## config.mk

```make
export PLATFORM = sky130hd
export DESIGN_NAME = pe_row_edge_driver
export DESIGN_NICKNAME = d
export VERILOG_FILES = /design/src/rtl/pe_row_edge_driver.sv
export SDC_FILE = /design/constraint.sdc
export NUM_CORES = 1
export LEC_CHECK = 0
export ABC_CLOCK_PERIOD_IN_PS = 6000
export CORE_MARGIN = 1.5
export CORE_UTILIZATION = 55
export DETAILED_ROUTE_END_ITERATION = 7
export PLACE_DENSITY = 0.81
export SYNTH_ARGS = -nofsm -noshare
export SYNTH_HDL_FRONTEND = slang
export SYNTH_SLANG_ARGS = --single-unit
```

## constraint.sdc

```tcl
create_clock -name clk -period 6 [get_ports clk]
set_input_delay 0.9 -clock clk [delete_from_list [all_inputs] [get_ports clk]]
set_output_delay 0.9 -clock clk [all_outputs]
set_load 0.005 [all_outputs]
```

## src/rtl/pe_row_edge_driver.sv

```systemverilog
// West-edge driver/collector for one systolic PE row: streams activations in, buffers drained results out.
// Optional drain watchdog enabled by defining PE_ROW_DRAIN_WATCHDOG_EN.
module pe_row_edge_driver #(
  parameter int DATA_WIDTH    = 16,
  parameter int ROW_PES       = 8,
  parameter int LEN_WIDTH     = 10,
  parameter int DRAIN_TIMEOUT = 1024
) (
  input  logic                  clk,
  input  logic                  rst_n,
  input  logic                  start_i,
  input  logic [LEN_WIDTH-1:0]  vec_len_i,
  output logic                  busy_o,
  output logic                  done_o,
  output logic                  error_o,
  input  logic [DATA_WIDTH-1:0] s_act_data_i,
  input  logic                  s_act_valid_i,
  output logic                  s_act_ready_o,
  output logic                  clear_all_o,
  output logic [DATA_WIDTH-1:0] act_o,
  output logic                  ACTIVATION_ENABLE_o,
  output logic                  END_SIGNAL_o,
  input  logic [DATA_WIDTH-1:0] data_i,
  input  logic                  data_valid_i,
  output logic [DATA_WIDTH-1:0] m_res_data_o,
  output logic                  m_res_valid_o,
  input  logic                  m_res_ready_i
);

  typedef enum logic [2:0] {IDLE, CLEAR, STREAM, DRAIN, FLUSH} state_t;

  localparam int PTR_W = (ROW_PES > 1) ? $clog2(ROW_PES) : 1;
  localparam int CNT_W = $clog2(ROW_PES + 1);

  state_t                state, state_nxt;
  logic [LEN_WIDTH-1:0]  len_q, elem_cnt;
  logic [CNT_W-1:0]      cap_cnt, fifo_cnt;
  logic [PTR_W-1:0]      wr_ptr, rd_ptr;
  logic [DATA_WIDTH-1:0] mem [ROW_PES];
  logic [DATA_WIDTH-1:0] act_p1;
  logic                  vld_p1, end_p1, done_p1, error_p1;
  logic                  act_xfer, last_xfer, cap, pop, fifo_empty;
  logic                  drain_done, timeout, abort;

  function automatic logic [PTR_W-1:0] ptr_inc(input logic [PTR_W-1:0] p);
    return (p == PTR_W'(ROW_PES - 1)) ? '0 : p + PTR_W'(1);
  endfunction

  assign act_xfer   = (state == STREAM) && s_act_valid_i;
  assign last_xfer  = act_xfer && (elem_cnt == len_q - LEN_WIDTH'(1));
  assign cap        = (state == DRAIN) && data_valid_i;
  assign drain_done = cap && (cap_cnt == CNT_W'(ROW_PES - 1));
  assign fifo_empty = (fifo_cnt == '0);
  assign pop        = !fifo_empty && m_res_ready_i;
  // A drain that completes in the same cycle the watchdog fires counts as success.
  assign abort      = timeout && !drain_done;

`ifdef PE_ROW_DRAIN_WATCHDOG_EN
  localparam int WD_W = $clog2(DRAIN_TIMEOUT + 1);
  logic [WD_W-1:0] wd_cnt;

  always_ff @(posedge clk or negedge rst_n) begin
    if (!rst_n)              wd_cnt <= '0;
    else if (state != DRAIN) wd_cnt <= '0;
    else                     wd_cnt <= wd_cnt + WD_W'(1);
  end

  assign timeout = (state == DRAIN) && (wd_cnt == WD_W'(DRAIN_TIMEOUT - 1));
`else
  // Constant-false; keeps the FSM identical in both builds.
  assign timeout = (DRAIN_TIMEOUT < 0);
`endif

  always_ff @(posedge clk or negedge rst_n) begin
    if (!rst_n) state <= IDLE;
    else        state <= state_nxt;
  end

  always_comb begin
    state_nxt = state;
    case (state)
      IDLE:    if (start_i && (vec_len_i != '0)) state_nxt = CLEAR;
      CLEAR:   state_nxt = STREAM;
      STREAM:  if (last_xfer) state_nxt = DRAIN;
      DRAIN:   if (drain_done) state_nxt = FLUSH;
               else if (abort) state_nxt = IDLE;
      FLUSH:   if (fifo_empty) state_nxt = IDLE;
      default: state_nxt = IDLE;
    endcase
  end

  always_comb begin
    busy_o        = (state != IDLE);
    clear_all_o   = (state == CLEAR);
    s_act_ready_o = (state == STREAM);
  end

  // Stage p1: activation register into PE0 and job counters.
  always_ff @(posedge clk or negedge rst_n) begin
    if (!rst_n) begin
      len_q    <= '0;
      elem_cnt <= '0;
      cap_cnt  <= '0;
      act_p1   <= '0;
      vld_p1   <= 1'b0;
      end_p1   <= 1'b0;
      done_p1  <= 1'b0;
      error_p1 <= 1'b0;
    end else begin
      if (state == IDLE && start_i && vec_len_i != '0) len_q <= vec_len_i;
      if (state == CLEAR)  elem_cnt <= '0;
      else if (act_xfer)   elem_cnt <= elem_cnt + LEN_WIDTH'(1);
      if (state == CLEAR)  cap_cnt <= '0;
      else if (cap)        cap_cnt <= cap_cnt + CNT_W'(1);
      if (act_xfer) act_p1 <= s_act_data_i;
      vld_p1   <= act_xfer;
      end_p1   <= last_xfer;
      done_p1  <= (state == FLUSH) && fifo_empty;
      error_p1 <= abort;
    end
  end

  always_ff @(posedge clk or negedge rst_n) begin
    if (!rst_n) begin
      wr_ptr   <= '0;
      rd_ptr   <= '0;
      fifo_cnt <= '0;
    end else if (abort) begin
      wr_ptr   <= '0;
      rd_ptr   <= '0;
      fifo_cnt <= '0;
    end else begin
      if (cap) wr_ptr <= ptr_inc(wr_ptr);
      if (pop) rd_ptr <= ptr_inc(rd_ptr);
      fifo_cnt <= fifo_cnt + CNT_W'(cap) - CNT_W'(pop);
    end
  end

  always_ff @(posedge clk) begin
    if (cap) mem[wr_ptr] <= data_i;
  end

  assign act_o               = act_p1;
  assign ACTIVATION_ENABLE_o = vld_p1;
  assign END_SIGNAL_o        = end_p1;
  assign done_o              = done_p1;
  assign error_o             = error_p1;
  assign m_res_valid_o       = !fifo_empty;
  assign m_res_data_o        = fifo_empty ? '0 : mem[rd_ptr];

endmodule
```

== After elaboration in Yosys (flattened, before gate mapping) ==
Memories as Yosys holds them, arrays and structs flattened.
Cells that the tools add are included.
Operators by class
  muxes and demuxes: 14
  $add $sub $neg: 7
  reduce and logical (&&, ||, !) cells: 17
  eq/ne operators: 12
Operators with widths (number)
  10-bit 2-to-1 mux: 2
  3-bit 2-to-1 mux: 6
  16-bit 2-to-1 mux: 1
  3-bit case mux with 5 select lines: 1
  10-bit by 1-bit adder with 10-bit output (second input constant): 1
  10-bit == test: 1
  10-bit nonzero test: 1
  10-bit by 1-bit subtractor with 10-bit output (second input constant): 1
  3-bit == test (second input constant): 3
  1-bit logical AND: 9
  4-bit 2-to-1 mux: 2
  3-bit by 1-bit adder with 3-bit output (second input constant): 2
  3-bit by 2-bit == test with 1-bit output (second input constant): 2
  2-bit inequality test (second input constant): 3
  4-bit by 1-bit adder with 4-bit output: 1
  4-bit by 1-bit adder with 4-bit output (second input constant): 1
  4-bit by 3-bit == test with 1-bit output (second input constant): 1
  4-bit logical NOT: 1
  4-bit AND reduction: 1
  2-bit nonzero test: 2
  4-bit by 1-bit subtractor with 4-bit output: 1
  3-bit by 1-bit == test with 1-bit output (second input constant): 1
  3-bit logical NOT: 1
  3-bit nonzero test: 1
  other kinds (3): 4
Storage, ports and cells
  output and inout port bits: 40
  register bits after elaboration: 56
  memories kept: 1
  input bits: 48
  bits in writable memories: 128
Memory list
  mem: words 8, width 16, read ports 1, clocked after memory_dff 0, wr ports 1, line 39  | logic [DATA_WIDTH-1:0] mem [ROW_PES];

== Longest topological paths before layout ==
  word-level depth: 5
  mapped depth: 13

== Worst setup path before layout ==
OpenSTA, ideal clock, no wires.
  path type: input to register
  from: input port data_valid_i
  to: memory mem[0][0], enable pin
  path slack: 3118 ps
  required time: 5591 ps
  arrival time: 2473 ps
  buffers on the path: 1
  stages: 4
  path through: and3_2 buf_2 nand2b_1 nor3_1
On the way
  cells in the longest elaborated chain, start to end: 3
RTL lines
  start, declared: line 24  | input logic data_valid_i,
  1-bit logical AND: line 51  | assign cap = (state == DRAIN) && data_valid_i;
  1-bit 2-to-1 mux: line 140  | if (cap) mem[wr_ptr] <= data_i;
  1-bit 2-to-1 mux (not written as such): line 140
  end, declared: line 39
No other way between the ends.

== Worst setup path in the final report ==
  from: register rd_ptr[0]
  to: output port m_res_data_o[4]
On the way
  cells in the longest elaborated chain, start to end: 2
RTL lines
  start, declared: line 38  | logic [PTR_W-1:0] wr_ptr, rd_ptr;
  start signal, assigned: line 134  | if (pop) rd_ptr <= ptr_inc(rd_ptr);
  memory 8 x 16 bit
  16-bit 2-to-1 mux: line 149  | assign m_res_data_o = fifo_empty ? '0 : mem[rd_ptr];
  end, declared: line 25  | output logic [DATA_WIDTH-1:0] m_res_data_o,
No other way between the ends.

==> out/results.env <==
OUTCOME='finished, final reports clean'
GRT-OVFL-TOTAL=0
LEAKAGEPOWER_nW=3.35
HTREE_LEVELS=4
INITIAL_UTILIZATION_PCT=56.9
R2R-START='fifo_cnt[2]'
VIA_COUNT=4207
YOSYSSEQAREASHARE_PCT=68.8
AREA_DELTA_SYNTH_FINAL_PCT=21.0
GRT_SETUP_UNREPAIRED='false'
CLOCK_ROOT_CELL='sky130_fd_sc_hd__clkbuf_16'
YOSYS.AREA.TOP_TYPE_SHARE_PCT=50.4
SYN_AREA_SQ_UM=7630
TIMING_MAX_TRANSITION_VIOLATIONS_FINAL=0
FINALCRITICALPERIOD_NS=3.83
TIMING.CRITICAL_PATH.REQUIRED_NS=5.10
DOMINANT_CELLS_BY_AREA_AFTER_SYNTHESIS='sky130_fd_sc_hd__edfxtp_1 (50%), sky130_fd_sc_hd__dfrtp_1 (18%), sky130_fd_sc_hd__mux4_2 (9.4%), sky130_fd_sc_hd__mux2_2 (3.1%), sky130_fd_sc_hd__mux2i_1 (2.2%)'
POST-SYNTH-TOP-AREA-CELL='sky130_fd_sc_hd__edfxtp_1'
CRITICAL_PATH.STARTPOINT_TYPE='register'
GRT_START_MAX_NET_PINS=57
POWER.IR.VDD_WORST_mV=0.290
R2R.WORST_PATH.CELLS=12
FINALCLOCKSKEW_NS=0.00727
PORT_BUFFERS=86
MAX_CAP_VIOLATIONS=0
DRT-TOTAL-WL_MM=14.4
SOURCE_TO_SINK_CLOCK_DELAY_AT_THE_LATER_PIN_OF_THE_WORST_SKEW_PAIR_NS=0.43
SYN-NUM-NETS=515
FIN_CRIT_SH_PCT=63.8
HOLD_END='fifo_cnt[0]'
POST_CTS_REPAIR_RESIZE_COUNT=0
LAYOUT-DRIVE-GT1-SHARE_PCT=19.0
MAX-CLOCK-PATH-BUFFERS=2
HOLD_VIOLATIONS=0
SYN_INST=454
TNS_NS=0
PER_CELL_ROUTED_WIRE_LENGTH_UM=19.7
HOLD_PATH_STARTPOINT='fifo_cnt[0]'
DETAILEDPLACEMENTHPWL_MM=9.10
DESIGN.DIE.AREA_SQ_UM=14600
CHIPWIDTH_UM=121
GROUTE.USAGE.OVERALL_PCT=21.8
YS_SEQ_ELEMENTS=184
ROW_COUNT=42
TIMING.SETUP.CRITICAL_PATH_CLASS='register to output port'
DIE_HEIGHT_UM=121
INITIALDRTVIOLATIONCOUNT=251
GRT_ANTENNA_BEFORE_REPAIR=0
SETUP_VIOL_COUNT_FINAL=0
POST-PLACE-WS_NS=2.59
NUMBER_OF_GLOBAL_ROUTE_VIAS_BEFORE_REPAIR=4457
YOSYSWARNINGS=0
PLACED_STANDARD_CELL_AREA_SQ_UM=8680
DRTPASS1ITERATIONS=4
POSTCTSHOLDBUFS=0
SYNTH_AREA_PER_CELL_SQ_UM=16.8
SYNTH-EDFF-COUNT=128
ANTENNA_CELLS=0
MULTI_INPUT_AREA_SQ_UM=2280
SETUP_SLACK_OF_THE_CRITICAL_PATH_AFTER_LAYOUT_NS=2.17
WORSTPATHARRIVAL_NS=2.93
SYNTH_CELL_TYPE_COUNT=43
NUMPLACEDINSTANCES=701
PLACEABLECOREAREA_SQ_UM=13400
LAYOUT.CELLS.MOST_COMMON='sky130_fd_sc_hd__edfxtp_1'
WORSTSETUPENDPOINTTYPE='output port'
GRT_PASS1_WL_MM=23.2
FINAL_DESIGN_AREA_NO_FILL_SQ_UM=9230
NET_TOTAL_IN_THE_FINAL_LAYOUT=605
HOLD_DEPTH=1
CLKSLEWWORSTSETUPHOLDPATHS_NS=0.07
WORSTPATHMAXFANOUT=35
LAYOUT.FILLER_CELLS=885
HOLD_CLASS='register to register'
ASYNC_RESET_FF_SHARE_PCT=30.4
SYNTH_FLOP_CELL='sky130_fd_sc_hd__edfxtp_1'
PLACE_CONGESTION=0.782
SLEW_HEADROOM_PCT=24.9
VIA_PER_INST=5.74
TIGHTESTPINTRANSITION_NS=1.13
CTS-BUFFERS-INSERTED=17
POWER_DENSITY_nW_PER_UM2=460
POST_CTS_BUFFERS=0
TRITONCTS_NUM_SINKS=184
CTS_TREE='yes'
TIMING.RR.END='fifo_cnt[1]'
TIMING.REG2REG.SETUP_SLACK_NS=2.94
TOP_LEVEL_PORTS=88
CLOCK.FMAX_MHz=261
REGISTER_AREA_SQ_UM=5250
ANTENNA_LEFT=0
DRC_ERRORS=0
MOSTFREQUENTLAYOUTCELLS='sky130_fd_sc_hd__edfxtp_1 (128), sky130_fd_sc_hd__clkdlybuf4s50_1 (85), sky130_fd_sc_hd__dfrtp_1 (55)'
LAYOUTNONFILLERINSTCOUNT=733
kinds of logic (layout without fill, tap and decap cells):
kind of cell | after synthesis | count (layout) | synth area share (%)
mux | 75 | 75 | 15.8
fa+ha+maj | 13 | 13 | 2.23
simple gates | 104 | 104 | 6.71
flops | 184 | 184 | 68.8
xor+xnor | 26 | 26 | 2.99
other cells | 1 | 1 | 0.0492
buf+inv | 33 | 136 | 1.90
compound gates | 18 | 18 | 1.61
flip-flops by register name, summed over array words and instances (netlist names):
name	cells
ACTIVATION_ENABLE_o	1
END_SIGNAL_o	1
act_o	16
cap_cnt	4
done_o	1
elem_cnt	10
fifo_cnt	4
len_q	10
mem	128
rd_ptr	3
state	3
wr_ptr	3
worst max-delay path by stage:
stage                 start               to  slack (ns)  cells past startpoint
2_1_floorplan  data_valid_i        mem[0][0]        3.12                      4
6_report          rd_ptr[0]  m_res_data_o[4]        2.17                      4
3_3_place_gp      rd_ptr[0]  m_res_data_o[6]        2.59                      4
3_5_place_dp      rd_ptr[0]  m_res_data_o[3]        2.59                      4
5_1_grt           rd_ptr[0]  m_res_data_o[4]        1.95                      4
4_1_cts           rd_ptr[0]  m_res_data_o[4]        2.09                      4
synth_stat cells (4+ instances only):
master,count
sky130_fd_sc_hd__dfrtp_1,56
sky130_fd_sc_hd__mux2_4,5
sky130_fd_sc_hd__nor2_1,40
sky130_fd_sc_hd__nand2b_1,6
sky130_fd_sc_hd__nand3_1,6
sky130_fd_sc_hd__clkbuf_1,7
sky130_fd_sc_hd__mux2_2,21
sky130_fd_sc_hd__mux4_2,32
sky130_fd_sc_hd__inv_1,15
sky130_fd_sc_hd__ha_1,12
sky130_fd_sc_hd__o21ai_0,5
sky130_fd_sc_hd__nand2_1,22
sky130_fd_sc_hd__a21oi_1,4
sky130_fd_sc_hd__nor4_1,6
sky130_fd_sc_hd__xor2_1,12
sky130_fd_sc_hd__xnor2_1,14
sky130_fd_sc_hd__and3_1,4
sky130_fd_sc_hd__buf_2,8
sky130_fd_sc_hd__edfxtp_1,128
sky130_fd_sc_hd__nor3_1,6
sky130_fd_sc_hd__mux2i_1,17
power breakdown:
part	switching, mW	internal [mW]	total (mW)
registers	0.286	1.57	1.86
clock network	0.469	0.576	1.05
logic	0.514	0.828	1.34
routing by layer:
| metal | GRT usage (%) | wire (um) | vias up |
|---|---|---|---|
| met5 | 0 | 0 | - |
| met4 | 9.19 | 313 | 0 |
| met3 | 6.46 | 936 | 25 |
| met2 | 36.7 | 7460 | 134 |
| met1 | 26.3 | 5700 | 2155 |
| li1 | - | - | 1893 |
through the flow:
step	utilization (%)	hold WS (ns)	total power, mW
2_1_floorplan	-	0.478	2.65
3_3_place_gp	64.8	0.489	3.16
3_5_place_dp	64.8	0.496	3.24
4_1_cts	68.9	0.510	4.29
5_1_grt	68.9	0.531	4.49
6_report	68.9	0.505	4.25
critical path: stages, from the launching register on:
cell and delay, ns:
sky130_fd_sc_hd__dfrtp_2 1.12, sky130_fd_sc_hd__mux4_2 0.61, sky130_fd_sc_hd__mux2i_1 0.18, sky130_fd_sc_hd__nor2_1 0.09, sky130_fd_sc_hd__clkdlybuf4s50_1 0.50
layout make-up:
type                    count  area share (%)
flip-flops and latches    184            56.8
multi-input cells         237            24.7
repair buffers             89            9.52
clock buffers              19            4.69
well taps                 176            2.39
clock inverters            13            1.30
inverters                  15           0.610
Power figures use the tool's default switching activity.
